[config.mk]
export PLATFORM = sky130hd
export DESIGN_NAME = div_seq_unit
export DESIGN_NICKNAME = d
export VERILOG_FILES = /design/src/rtl/div_seq_unit.sv
export SDC_FILE = /design/constraint.sdc
export NUM_CORES = 1
export LEC_CHECK = 0
export CORE_MARGIN = 5
export CORE_UTILIZATION = 37
export DETAILED_ROUTE_END_ITERATION = 8
export PLACE_DENSITY_LB_ADDON = 0.08
export SYNTH_ARGS = -nofsm -noshare
export SYNTH_HDL_FRONTEND = slang
export SYNTH_SLANG_ARGS = --single-unit
[constraint.sdc]
create_clock -name clk -period 6.7 [get_ports clk]
set_input_delay 1.005 -clock clk [delete_from_list [all_inputs] [get_ports clk]]
set_output_delay 1.005 -clock clk [all_outputs]
set_load 0.01 [all_outputs]
[src/rtl/div_seq_unit.sv]
// div_seq_unit: iterative restoring divider for RV32M DIV/DIVU/REM/REMU, one quotient bit per clock.
// Optional DIV_EARLY_OUT_EN: divide-by-zero, signed overflow and |divisor|>|dividend| skip the iteration.
module div_seq_unit #(
    parameter int WIDTH = 32
) (
    input  logic             clk,
    input  logic             resetn,
    input  logic             start,
    input  logic [1:0]       op,
    input  logic [WIDTH-1:0] dividend,
    input  logic [WIDTH-1:0] divisor,
    output logic             busy,
    output logic             ready,
    output logic [WIDTH-1:0] result
);
    localparam int CW = $clog2(WIDTH);
    typedef enum logic [1:0] {IDLE, CALC, DONE} state_t;
    state_t state, state_nx;
    logic [WIDTH-1:0] quo, rem, dmag, a_mag, b_mag, q_fix, r_fix;
    logic [WIDTH:0] shifted, rem_trial;
    logic [CW-1:0] cnt;
    logic signed_op, a_neg, b_neg, no_borrow, rem_op, neg_q, neg_r, early;
    assign signed_op = ~op[0];
    assign a_neg = signed_op & dividend[WIDTH-1];
    assign b_neg = signed_op & divisor[WIDTH-1];
    assign a_mag = a_neg ? -dividend : dividend;
    assign b_mag = b_neg ? -divisor : divisor;
    // The true remainder can need WIDTH+1 bits after the shift; a borrow-free result always fits WIDTH.
    assign shifted = {rem, quo[WIDTH-1]};
    assign rem_trial = shifted - {1'b0, dmag};
    assign no_borrow = ~rem_trial[WIDTH];
    assign q_fix = neg_q ? -quo : quo;
    assign r_fix = neg_r ? -rem : rem;
    assign busy = state != IDLE;
`ifdef DIV_EARLY_OUT_EN
    logic div0, ovf;
    logic [WIDTH-1:0] early_quo, early_rem;
    assign div0 = divisor == '0;
    assign ovf = signed_op & (dividend == {1'b1, {(WIDTH-1){1'b0}}}) & (&divisor);
    assign early = div0 | ovf | (b_mag > a_mag);
    assign early_quo = div0 ? '1 : ovf ? a_mag : '0;
    assign early_rem = ovf ? '0 : a_mag;
`else
    assign early = 1'b0;
`endif
    always_comb begin
        state_nx = state;
        case (state)
            IDLE: state_nx = start ? (early ? DONE : CALC) : IDLE;
            CALC: state_nx = cnt == '0 ? DONE : CALC;
            DONE: state_nx = IDLE;
            default: state_nx = IDLE;
        endcase
    end
    always_ff @(posedge clk) begin
        if (!resetn) begin
            state  <= IDLE;
            ready  <= 1'b0;
            result <= '0;
            quo    <= '0;
            rem    <= '0;
            dmag   <= '0;
            cnt    <= '0;
            rem_op <= 1'b0;
            neg_q  <= 1'b0;
            neg_r  <= 1'b0;
        end else begin
            state <= state_nx;
            ready <= 1'b0;
            case (state)
                IDLE: if (start) begin
                    rem_op <= op[1];
                    // Divide by zero must keep the all-ones quotient, so it never negates.
                    neg_q  <= (a_neg ^ b_neg) & (|divisor);
                    neg_r  <= a_neg;
                    dmag   <= b_mag;
                    cnt    <= CW'(WIDTH - 1);
`ifdef DIV_EARLY_OUT_EN
                    quo    <= early ? early_quo : a_mag;
                    rem    <= early ? early_rem : '0;
`else
                    quo    <= a_mag;
                    rem    <= '0;
`endif
                end
                CALC: begin
                    rem <= no_borrow ? rem_trial[WIDTH-1:0] : shifted[WIDTH-1:0];
                    quo <= {quo[WIDTH-2:0], no_borrow};
                    if (cnt != '0) cnt <= cnt - 1'b1;
                end
                DONE: begin
                    result <= rem_op ? r_fix : q_fix;
                    ready  <= 1'b1;
                end
                default: ;
            endcase
        end
    end
endmodule
Yosys cells after proc, flatten, opt, wreduce, memory -nomap -nowiden
Cells that the tools add are included.
- bitwise gates (word level): 6
- shift operators: 0
- magnitude comparators: 0
- eq/ne operators: 4
- divide/modulo/power cells: 0
- $mul: 0
- multiplexer cells: 17
- add/subtract/negate cells: 6
- reduce and logical (&&, ||, !) cells: 9
- operators with widths (cell ; number):
    $mux 32 ; 8
    $neg 32->32 ; 4
    $pmux 32 s2 ; 2
    $sub 33x32->33 ; 1
    $reduce_or 32->1 ; 1
    $mux 5 ; 2
    $pmux 5 s2 ; 1
    $logic_not 5->1 ; 1
    $reduce_bool 5->1 ; 1
    $sub 5x1->5 const B ; 1
    $ne 2x2->1 const B ; 2
    $pmux 2 s2 ; 1
    $reduce_and 2->1 ; 2
    $reduce_bool 2->1 ; 2
    $and 1x1->1 ; 3
    $reduce_and 3->1 ; 1
    $eq 2x1->1 const B ; 1
    $eq 2x2->1 const B ; 1
    $logic_not 2->1 ; 1
    $mux 1 ; 2
    $mux 2 ; 1
    $not 1->1 ; 2
    $xor 1x1->1 ; 1
- output and inout port bits: 34
- bits of input ports: 69
- bits in read-only memories: 0
- register bits after elaboration: 139
- word-level logic and storage cells: 52
- memories: 0
- RAM bits: 0
- latch bits: 0

Depth between registers and ports, before layout
Gate-level depths: netlist (run 1).
- word-level depth: 5
- gate-level depth with buffers: 13
- mapped depth without buffers: 11

Least setup slack after synthesis (run 1)
OpenSTA, ideal clock, no wires.
- kind: in2reg
- from: input port dividend[8]
- to: register quo[26]
- stages: 8
- path buffers: 0
- required time: 6.626 ns
- arrival: 3.143 ns
- setup time: 0.074 ns
- path slack: 3.482 ns
- path through: or4_1 > or4_4 > nor4_2 > nand2_1 > o41ai_1 > xnor2_1 > nand2_1 > a31oi_1
- word-level cells in the longest chain between the ends: 4
- RTL lines (what ; RTL line ; source):
    start: declaration ; 10 ; input logic [WIDTH-1:0] dividend,
    $neg 32->32 ; 26 ; assign a_mag = a_neg ? -dividend : dividend;
    $mux 32 ; 26 ;
    $mux 32 ; 71 ; IDLE: if (start) begin
    $pmux 32 s2 ; 70 ; case (state)
    end signal: assignment ; 82 ; quo <= a_mag;
    end signal: assignment ; 88 ; quo <= {quo[WIDTH-2:0], no_borrow};
    end: declaration ; 19 ; logic [WIDTH-1:0] quo, rem, dmag, a_mag, b_mag, q_fix, r_fix;
Every way passes these cells. The select of a mux whose other input is x is not followed.
A chain may end at the register's enable or synchronous reset.

Final worst setup path (run 1)
- from: register rem[8]
- to: register rem[1]
- word-level cells in the longest chain between the ends: 3
- RTL lines (what ; RTL line ; source):
    start: declaration ; 19 ;
    start signal: assignment ; 87 ; rem <= no_borrow ? rem_trial[WIDTH-1:0] : shifted[WIDTH-1:0];
    $sub 33x32->33 ; 30 ; assign rem_trial = shifted - {1'b0, dmag};
    $mux 32 ; 87 ;
    $pmux 32 s2 ; 70 ;
Every way passes these cells.

==> impl_metrics.env, run 1 <==
export IMPL_swShare_pct=32.87
export IMPL_stdcell_count=1739
export IMPL_cp_slowest_cell="dfxtp_1"
export IMPL_async_flop_share_pct=0
export IMPL_cp_depth=10
export IMPL_power_leakage_nw=4.286
export IMPL_post_cts_buffers=0
export IMPL_hold_viol_final=0
export IMPL_skew_ns=0.01653
export IMPL_regArea_mm2=0.002784
export IMPL_fmax_mhz=281.1
export IMPL_clockBufferDepth=2
export IMPL_drive_gt1_share_pct=4.578
export IMPL_hpwlAfterDp_um=23270
export IMPL_path_cells="ha_1 -> a211oi_1 -> o21ai_0 -> a41o_1 -> a211o_1 -> a21o_1 -> o211ai_1 -> buf_4 -> mux2_2 -> o21ai_0"
export IMPL_holdCritStartpoint="result[4]$_SDFFE_PN0P_"
export IMPL_die_x_um=174.6
export IMPL_p_comb_share_pct=24.7
export IMPL_ant_nets=0
export IMPL_p_sw_w=0.0008001
export IMPL_critPathLaunch="rem[8]$_SDFFE_PN0P_"
export IMPL_grtUsageTotal_pct=19.71
export IMPL_clkPwrFrac_pct=36.9
export IMPL_cp_data_required_time_ns=7.04
export IMPL_reg2reg_slack_ns=3.14
export IMPL_die_area_mm2=0.03050
export IMPL_worst_path_buf_inv=1
export IMPL_die_h_um=174.6
export IMPL_syn_nets=1438
export IMPL_multiInputGateArea_mm2=0.006703
export IMPL_sequentialPowerShare_pct=38.3
export IMPL_finalMaxSlewViolations=0
export IMPL_grt_max_degree=61
export IMPL_endpoint="rem[1]$_SDFFE_PN0P_"
export IMPL_cts_htree_levels=4
export IMPL_drc_errors=0
export IMPL_ir_drop_mv=0.1709
export IMPL_dp_cells=1707
export IMPL_cts_tree="done"
export IMPL_cp_max_fo=45
export IMPL_diodes=0
export IMPL_worstPathArrival_ns=3.90
export IMPL_worstReg2RegStart="rem[8]$_SDFFE_PN0P_"
export IMPL_antenna_found_initial=0
export IMPL_netlist_area_mm2=0.01003
export IMPL_ys_warnings_count=0
export IMPL_syn2layout_area_growth_pct=17.87
export IMPL_setup_viol=0
export IMPL_seq_area_frac_synth_pct=27.75
export IMPL_grt_pass1_vias=8826
export IMPL_synth_area_per_cell_um2=7.534
export IMPL_clk_pin_slew_ns=0.06
export IMPL_root_buffer="clkbuf_16"
export IMPL_port_buffer_count=102
export IMPL_synth_edf_count=0
export IMPL_cap_violations=0
export IMPL_gp_congestion=0.8304
export IMPL_vias_per_cell=5.476
export IMPL_core_area_mm2=0.02680
export IMPL_max_stage_delay_ns=0.56
export IMPL_start_util_pct=37.42
export IMPL_clk_latency_ns=0.43
export IMPL_wl_per_cell_um=17.59
export IMPL_holdBufCountCts=0
export IMPL_nFillCells=2743
export IMPL_fin_crit_sh_pct=53.10
export IMPL_grt_pass1_wl_um=48980
export IMPL_rows=60
export IMPL_p_int_w=0.001634
export IMPL_period_needed_ns=3.558
export IMPL_setup_tns_ns=0
export IMPL_cts_inserted_buffers=17
export IMPL_fin_nets=1492
export IMPL_ys_seq_elements=139
export IMPL_worstMarginPinSlew_ns=1.140
export IMPL_critPathLaunchType="flip-flop"
export IMPL_r2r_cells=10
export IMPL_reg2reg_to="rem[1]$_SDFFE_PN0P_"
export IMPL_drt_total_wl_um=30590
export IMPL_p_per_area_mw_per_mm2=205.9
export IMPL_critPathKind="flip-flop to flip-flop"
export IMPL_io_pins=103
export IMPL_outcome="completed"
export IMPL_drt_first_pass_iters=5
export IMPL_crit_family="compound AO/OA/AOI/OAI gates"
export IMPL_syn_inst=1331
export IMPL_cts_num_sinks=139
export IMPL_grt_overflow=0
export IMPL_num_vias=9523
export IMPL_synth_ff_type="dfxtp_1"
export IMPL_slew_headroom_pct=23.74
export IMPL_rsz0062_at_grt="no"
export IMPL_hold_class="flip-flop to flip-flop"
export IMPL_crit_path_frequent_cell="o21ai_0"
export IMPL_endpoint_kind="flip-flop"
export IMPL_synth_cell_type_count=64
export IMPL_drt_iter0_markers=621
export IMPL_cts_resized_gates=0
[flip-flops by register name, indices dropped and copies added, names as in the netlist]
signal / flops
quo: 32
ready: 1
rem_op: 1
cnt: 5
neg_r: 1
dmag: 32
neg_q: 1
rem: 32
result: 32
state: 2
[layout by cell type, fill, tap and decap left out, drive strengths merged, types with 7 or more instances in the layout]
| master | instances |
|---|---|
| nand2 | 167 |
| o211ai | 26 |
| xor2 | 56 |
| nor3 | 20 |
| a211oi | 40 |
| dfxtp | 139 |
| nand3 | 29 |
| and2 | 7 |
| o21ai | 76 |
| nor2 | 115 |
| and3 | 10 |
| buf | 12 |
| clkdlybuf4s50 | 102 |
| or3 | 13 |
| xnor2 | 77 |
| nor4 | 16 |
| a21o | 13 |
| a311oi | 8 |
| a31oi | 15 |
| clkbuf | 19 |
| inv | 68 |
| nor2b | 12 |
| nand4 | 7 |
| o21a | 7 |
| mux2i | 29 |
| o31ai | 30 |
| ha | 37 |
| o41ai | 18 |
| a22oi | 25 |
| nand2b | 12 |
| a21oi | 114 |
| or4 | 16 |
[worst min-delay path by stage]
stage               slack (ns)  depth (start not counted)                     end
detailed placement        0.45                          2  result[4]$_SDFFE_PN0P_
floorplan                 0.43                          2   dmag[22]$_SDFFE_PN0P_
CTS                       0.45                          2  result[4]$_SDFFE_PN0P_
finish                    0.45                          2  result[4]$_SDFFE_PN0P_
global placement          0.45                          2   dmag[31]$_SDFFE_PN0P_
global route              0.47                          2  result[4]$_SDFFE_PN0P_
[per-stage QoR]
step	util [%]	area, um2	setup slack [ns]	hold slack, ns	total power [W]
6_report	44.10	11820	3.142	0.4518	0.002434
3_3_place_gp	42.04	11270	2.829	0.4460	0.001547
4_1_cts	44.10	11820	3.130	0.4547	0.002451
5_1_grt	44.10	11820	2.903	0.4704	0.002572
2_1_floorplan	-	10030	3.482	0.4319	0.001354
3_5_place_dp	42.04	11270	2.775	0.4466	0.001549
[layout make-up]
type / count / area share, %
inverter: 65 / 2.064
clock buffer: 19 / 3.663
sequential: 139 / 23.55
timing repair buffer: 114 / 9.400
multi-input combinational: 1048 / 56.71
tap: 341 / 3.610
clock inverter: 13 / 1.006
[metal layers]
layer | track usage, % | vias up | routed length (um) | part of all wire (%)
li1 | - | 4893 | - | -
met1 | 30.96 | 4418 | 16420 | 54
met2 | 28.65 | 192 | 12770 | 42
met3 | 2.207 | 20 | 1083 | 3.5
met4 | 4.452 | 0 | 323 | 1.1
met5 | 0 | - | 0 | 0
[tightest hold or removal path: cells and delay by family, from the launching register on]
family	cells	cell delay [ns]
and+or+nand+nor	1	0.05
DFF	1	0.31
AOI/OAI and AO/OA	1	0.05
[power groups by stage]
stage | Combinational (W) | Sequential, W | Clock [W]
3_5_place_dp | 0.000600 | 0.000950 | 0
2_1_floorplan | 0.000429 | 0.000926 | 0
5_1_grt | 0.000672 | 0.000940 | 0.000959
6_report | 0.000602 | 0.000933 | 0.000899
3_3_place_gp | 0.000599 | 0.000948 | 0
4_1_cts | 0.000602 | 0.000931 | 0.000918
[synth_stat cells, types with 5 or more instances]
cell type  count  area [um2]
o31ai_1       28       210.2
o211ai_1      26       195.2
nand3_1       29       145.1
and2_1         6       37.54
dfxtp_1      139        2783
nand2b_1      12       75.07
a31oi_1       15       93.84
nand2_1      167       626.9
nand3b_1       5       37.54
nor3_1        20       100.1
o21ai_1        5       25.02
nor4_1        13       81.33
or3_1         13       81.33
o41ai_1       16       140.1
o21a_1         7       52.55
a22oi_1       25       187.7
ha_1          37       462.9
o22ai_1        6       37.54
xnor2_1       77       674.4
nor2b_1       12       75.07
nand4_1        7       43.79
o21ai_0       71       355.3
and3_1        10       62.56
a311oi_1       8       70.07
buf_2          9       45.04
or4_1         13       97.59
a21o_1        13       97.59
nor2_1       115       431.7
mux2i_1       29       290.3
a211oi_1      40       300.3
a21oi_1      114       570.6
inv_1         64       240.2
clkbuf_1      68       255.2
xor2_1        56       490.5
[logic make-up (layout without fill, tap and decap cells)]
kind of cell / Yosys count / count (layout) / synth area share [%]
multiplexers: 32 / 32 / 3.231
XOR/XNOR: 133 / 133 / 11.62
buffers and inverters: 144 / 211 / 5.502
flip-flops: 139 / 139 / 27.75
adder cells (fa/ha/maj): 38 / 38 / 4.816
AO/OA/AOI/OAI: 402 / 402 / 26.21
AND/OR/NAND/NOR: 443 / 443 / 20.87
Power figures use the tool's default switching activity.
==> run 2: changes to the inputs <==
- clock period: 6.7 -> 3.2 ns (I/O delays scaled with it)
==> run 2 against run 1 <==
- clock power increased by 140%
- core utilization rose by 2.1 points
- via count up 3.0%
- global-route usage rose by 0.20 points
- register-to-register slack worse by 3.0 ns
- fmax is 17% higher
- die area did not move
- clock skew shrank 0.0030 ns
- flip-flop and latch count did not move
- worst hold slack got worse by 0.0014 ns
- sequential power increased by 110%
- largest cell class unchanged
==> impl_metrics.env, run 2 (synthesized netlist as in run 1, its figures left out) <==
export IMPL_die_area_mm2=0.03050
export IMPL_grtUsageTotal_pct=19.91
export IMPL_drt_first_pass_iters=5
export IMPL_dp_slack_ns=-0.02157
export IMPL_final_core_util_pct=46.25
export IMPL_endpoint_kind="flip-flop"
export IMPL_fin_nets=1554
export IMPL_nFillCells=2764
export IMPL_p_sw_w=0.001744
export IMPL_holdPathEnd="result[13]$_SDFFE_PN0P_"
export IMPL_reg2reg_to="rem[12]$_SDFFE_PN0P_"
export IMPL_wl_per_cell_um=17.56
export IMPL_port_buffer_count=102
export IMPL_critPathKind="flip-flop to flip-flop"
export IMPL_rows=60
export IMPL_diodes=0
export IMPL_clkPwrFrac_pct=39.4
export IMPL_num_vias=9813
export IMPL_grt_pass1_vias=9155
export IMPL_cts_htree_levels=4
export IMPL_grt_pass1_wl_um=49600
export IMPL_p_per_area_mw_per_mm2=435.1
export IMPL_worstPathArrival_ns=3.36
export IMPL_final_cell_mix="167 x nand2_1, 138 x dfxtp_1, 115 x nor2_1"
export IMPL_use_met3_pct=3.332
export IMPL_r2r_cells=13
export IMPL_root_buffer="clkbuf_16"
export IMPL_clk_latency_ns=0.43
export IMPL_clk_pin_slew_ns=0.07
export IMPL_worstReg2RegStart="quo[31]$_SDFFE_PN0P_"
export IMPL_drt_total_wl_um=31630
export IMPL_die_x_um=174.6
export IMPL_hold_class="flip-flop to flip-flop"
export IMPL_ir_drop_mv=0.3677
export IMPL_power_leakage_nw=4.664
export IMPL_p_int_w=0.003649
export IMPL_clockBufferDepth=2
export IMPL_setup_viol=0
export IMPL_grt_max_degree=94
export IMPL_fin_crit_sh_pct=95.27
export IMPL_drc_errors=0
export IMPL_fin_total_pwr_w=0.005393
export IMPL_period_needed_ns=3.048
export IMPL_core_area_mm2=0.02680
export IMPL_holdBufCountCts=0
export IMPL_drt_iter0_markers=701
export IMPL_grt_met1_usage_pct=30.25
export IMPL_cp_max_fo=13
export IMPL_hpwlAfterDp_um=24400
export IMPL_holdPathStages=2
export IMPL_outcome="completed"
export IMPL_cap_violations=0
export IMPL_use_met2_pct=29.51
export IMPL_slew_headroom_pct=22.80
export IMPL_design_area_mm2=0.01240
export IMPL_setup_slack_ns=0.1515
export IMPL_reg2reg_slack_ns=0.15
export IMPL_syn2layout_area_growth_pct=23.61
export IMPL_vias_per_cell=5.449
export IMPL_holdCritStartpoint="result[13]$_SDFFE_PN0P_"
export IMPL_top_usage_layer="met1"
export IMPL_drive_gt1_share_pct=9.041
export IMPL_io_pins=103
export IMPL_cts_num_sinks=139
export IMPL_antenna_found_initial=0
export IMPL_sequentialPowerShare_pct=36.3
export IMPL_fmax_mhz=328.0
export IMPL_placed_cell_area_mm2=0.01172
export IMPL_cts_inserted_buffers=17
export IMPL_finalMaxSlewViolations=0
export IMPL_critPathLaunchType="flip-flop"
export IMPL_swShare_pct=32.34
export IMPL_hold_viol_final=0
export IMPL_start_util_pct=37.42
export IMPL_grt_overflow=0
export IMPL_worstMarginPinSlew_ns=1.152
export IMPL_ant_nets=0
export IMPL_die_h_um=174.6
export IMPL_layout_commonest_cell="nand2_1"
export IMPL_cp_data_required_time_ns=3.51
export IMPL_skew_ns=0.01355
export IMPL_gp_congestion=0.8693
export IMPL_p_comb_share_pct=24.4
export IMPL_cts_tree="done"
## run 2: cell count changes in the layout (fill, tap and decap cells not counted), moves of 2 or more
cell,delta
clkinvlp_4,-4
bufinv_16,+2
clkbuf_1,-2
buf_4,+60
inv_6,+2
clkinv_2,-2
clkinv_4,+3
## run 2: how the worst max path moves through the flow
stage                     cells after the start                  from                   end
after detailed placement                      8           dividend[8]  quo[31]$_SDFFE_PN0P_
after global placement                        8           dividend[8]  quo[31]$_SDFFE_PN0P_
after CTS                                    13  quo[31]$_SDFFE_PN0P_  rem[12]$_SDFFE_PN0P_
final                                        13  quo[31]$_SDFFE_PN0P_  rem[12]$_SDFFE_PN0P_
after global routing                         13  quo[31]$_SDFFE_PN0P_  rem[12]$_SDFFE_PN0P_
after floorplan                              12   rem[8]$_SDFFE_PN0P_  rem[24]$_SDFFE_PN0P_
## run 2: per-stage QoR
| step | TNS (ns) | instances | hold slack (ns) |
|---|---|---|---|
| 6_report | 0 | 1801 | 0.4504 |
| 5_1_grt | -0.03444 | 1801 | 0.4786 |
| 4_1_cts | 0 | 1798 | 0.4558 |
| 3_5_place_dp | -0.02157 | 1766 | 0.4470 |
| 3_3_place_gp | 0 | 1766 | 0.4426 |
| 2_1_floorplan | 0 | 1331 | 0.4319 |
## run 2: repair_timing
action | in CTS | in global routing
setup buffers | 0 | 2
gates resized for setup | 0 | 8
endpoints found under the setup margin | 0 | 22
## run 2: metal layers
metal  vias to the layer above  part of all wire [%]
li1                       5032                     -
met1                      4552                    52
met2                       202                    42
met3                        27                   4.6
met4                         0                   1.3
met5                         -                     0
## run 2: critical path, cell delays in order (launching register included)
cell and delay [ns]:
dfxtp_1 0.34, inv_1 0.07, ha_1 0.22, fa_1 0.42
nor2b_2 0.17, o31ai_1 0.13, a21oi_2 0.28, a211o_1 0.23
a21oi_1 0.08, o211ai_1 0.28, clkbuf_16 0.25, buf_4 0.18
mux2i_1 0.20, o21ai_0 0.08
## run 2: area by class of cell
class / instances / area [um2] / area share [%]
Tap cell: 341 / 426.7 / 3.442
Multi-Input combinational cell: 1048 / 6721 / 54.22
Clock buffer: 18 / 439.2 / 3.543
Sequential cell: 139 / 2784 / 22.46
Clock inverter: 14 / 182.7 / 1.474
Inverter: 65 / 244.0 / 1.968
Timing Repair Buffer: 176 / 1598 / 12.89
## run 2: power groups by stage
| stage | Combinational (W) | Sequential, W | Clock [W] |
|---|---|---|---|
| 6_report | 0.00131 | 0.00196 | 0.00212 |
| 5_1_grt | 0.00146 | 0.00197 | 0.00222 |
| 4_1_cts | 0.00130 | 0.00195 | 0.00215 |
| 3_5_place_dp | 0.00130 | 0.00199 | 0 |
| 3_3_place_gp | 0.00129 | 0.00199 | 0 |
| 2_1_floorplan | 0.000898 | 0.00194 | 0 |
==> run 3: changes to the inputs <==
- CORE_MARGIN: 5 -> 1
- CTS_CLUSTER_SIZE: default -> 28
==> run 3 against run 2 <==
- the flow now finishes with violations (DRC)
- sequential share of layout area about the same
- sequential power about the same
- total power decreased by 2.3%
- register-to-register slack improved by 0.11 ns
- cell count decreased by 0.33%
- worst hold slack got worse by 0.00081 ns
- via count decreased by 1.3%
- non-clock buffer count increased by 1
- setup slack improved by 0.11 ns
- design area decreased by 0.15%
- fmax increased by 3.7%
- critical path depth decreased by 1
- critical path type unchanged
- largest power group unchanged
==> impl_metrics.env, run 3 (synthesized netlist as in run 1, its figures left out) <==
export IMPL_cts_htree_levels=4
export IMPL_rsz0062_at_grt="no"
export IMPL_hold_class="flip-flop to flip-flop"
export IMPL_skew_ns=0.008111
export IMPL_m1WireLength_um=16040
export IMPL_post_cts_buffers=0
export IMPL_cts_num_sinks=139
export IMPL_clk_pin_slew_ns=0.06
export IMPL_cap_violations=0
export IMPL_swShare_pct=32.21
export IMPL_layout_commonest_cell="nand2_1"
export IMPL_p_sw_w=0.001697
export IMPL_critPathKind="flip-flop to flip-flop"
export IMPL_worstReg2RegStart="dmag[9]$_SDFFE_PN0P_"
export IMPL_maxUsedRoutingLayer="met4"
export IMPL_p_comb_share_pct=25.5
export IMPL_critPathLaunchType="flip-flop"
export IMPL_drive_gt1_share_pct=8.973
export IMPL_fin_total_pwr_w=0.005271
export IMPL_grt_overflow=0
export IMPL_die_area_mm2=0.02777
export IMPL_drt_first_pass_iters=8
export IMPL_ir_drop_mv=0.3608
export IMPL_violations="DRC"
export IMPL_cts_resized_gates=0
export IMPL_grt_pass1_vias=9148
export IMPL_io_pins=103
export IMPL_cts_inserted_buffers=17
export IMPL_setup_viol=0
export IMPL_worstMarginPinSlew_ns=0.9823
export IMPL_dp_slack_ns=-0.01926
export IMPL_ant_nets=0
export IMPL_wl_met2_um=13200
export IMPL_holdPathEnd="result[14]$_SDFFE_PN0P_"
export IMPL_critPathLaunch="dmag[9]$_SDFFE_PN0P_"
export IMPL_setup_slack_ns=0.2604
export IMPL_antenna_found_initial=0
export IMPL_clockBufferDepth=2
export IMPL_gp_congestion=0.8783
export IMPL_reg2reg_slack_ns=0.26
export IMPL_fin_crit_sh_pct=91.86
export IMPL_wl_per_cell_um=17.13
export IMPL_endpoint_kind="flip-flop"
export IMPL_root_buffer="clkbuf_16"
export IMPL_slew_headroom_pct=34.52
export IMPL_port_buffer_count=102
export IMPL_drt_total_wl_um=30740
export IMPL_syn2layout_area_growth_pct=23.42
export IMPL_final_cell_mix="167 x nand2_1, 138 x dfxtp_1, 115 x nor2_1"
export IMPL_cp_data_required_time_ns=3.51
export IMPL_dr_wl_met3_um=1039
export IMPL_fin_nets=1555
export IMPL_grtUsageTotal_pct=22.60
export IMPL_worstPathArrival_ns=3.25
export IMPL_p_per_area_mw_per_mm2=425.9
export IMPL_power_leakage_nw=4.648
export IMPL_drt_iter0_markers=662
export IMPL_holdBufCountCts=0
export IMPL_num_vias=9688
export IMPL_die_h_um=166.6
export IMPL_holdCritStartpoint="result[14]$_SDFFE_PN0P_"
export IMPL_drc_errors=4
export IMPL_finalMaxSlewViolations=0
export IMPL_core_area_mm2=0.02635
export IMPL_fmax_mhz=340.2
export IMPL_start_util_pct=38.05
export IMPL_hold_viol_final=0
export IMPL_diodes=0
export IMPL_holdPathStages=2
export IMPL_outcome="complete, but fails checks"
export IMPL_clkPwrFrac_pct=37.7
export IMPL_cts_tree="done"
export IMPL_grt_max_degree=82
export IMPL_rows=59
export IMPL_p_int_w=0.003573
export IMPL_grt_pass1_wl_um=49890
export IMPL_die_x_um=166.6
export IMPL_sequentialPowerShare_pct=36.8
export IMPL_r2r_cells=12
export IMPL_holdWs_ns=0.4496
export IMPL_hpwlAfterDp_um=23890
export IMPL_period_needed_ns=2.940
export IMPL_clk_latency_ns=0.42
export IMPL_vias_per_cell=5.397
export IMPL_cp_max_fo=13
export IMPL_reg2reg_to="rem[27]$_SDFFE_PN0P_"
-- run 3: cell count changes in the layout (fill, tap and decap cells not counted), moves of 2 or more --
cell,before,now
inv_6,5,2
o31ai_2,1,3
buf_12,0,3
o31ai_1,28,26
-- run 3: routing by layer --
layer	vias up	global-route usage, %
met4	0	6.683
met3	28	2.709
li1	5023	-
met2	175	33.72
met1	4462	33.64
met5	-	0
-- run 3: cell type report --
| cell class | count | area, um2 |
|---|---|---|
| Clock buffer | 19 | 442.9 |
| Clock inverter | 12 | 142.6 |
| Fill cell | 2718 | 13980 |
| Inverter | 65 | 244.0 |
| Multi-Input combinational cell | 1048 | 6723 |
| Sequential cell | 139 | 2784 |
| Tap cell | 335 | 419.2 |
| Timing Repair Buffer | 177 | 1622 |
-- run 3: stage by stage --
stage | cell area, um2 | setup TNS (ns) | utilization [%] | std cells
floorplan | 10030 | 0 | - | 1331
global placement | 11770 | 0 | 44.67 | 1764
detailed placement | 11770 | -0.02857 | 44.67 | 1764
CTS | 12360 | 0 | 46.89 | 1795
global route | 12380 | 0 | 46.96 | 1795
finish | 12380 | 0 | 46.96 | 1795
-- run 3: critical path, cell delays in order, from the launching register on --
cell and delay, ns:
dfxtp_1 0.33, inv_1 0.05, ha_1 0.33, a211oi_1 0.30, o21ai_0 0.20, a41o_1 0.28
a211o_1 0.28, a21oi_1 0.14, o211ai_1 0.13, buf_4 0.22, buf_4 0.19, o211a_1 0.11
a211o_1 0.25
-- run 3: power groups by stage --
stage / sequential, W / combinational, W / clock (W)
floorplan: 0.00194 / 0.000898 / 0
global placement: 0.00197 / 0.00133 / 0
detailed placement: 0.00198 / 0.00133 / 0
CTS: 0.00194 / 0.00133 / 0.00202
global route: 0.00195 / 0.00150 / 0.00210
finish: 0.00194 / 0.00135 / 0.00198
-- run 3: worst max-delay path by stage --
| stage | end | cells after the start |
|---|---|---|
| 2_1_floorplan | rem[24]$_SDFFE_PN0P_ | 12 |
| 5_1_grt | rem[1]$_SDFFE_PN0P_ | 11 |
| 6_report | rem[27]$_SDFFE_PN0P_ | 12 |
| 3_3_place_gp | quo[28]$_SDFFE_PN0P_ | 10 |
| 3_5_place_dp | quo[28]$_SDFFE_PN0P_ | 10 |
| 4_1_cts | rem[26]$_SDFFE_PN0P_ | 13 |
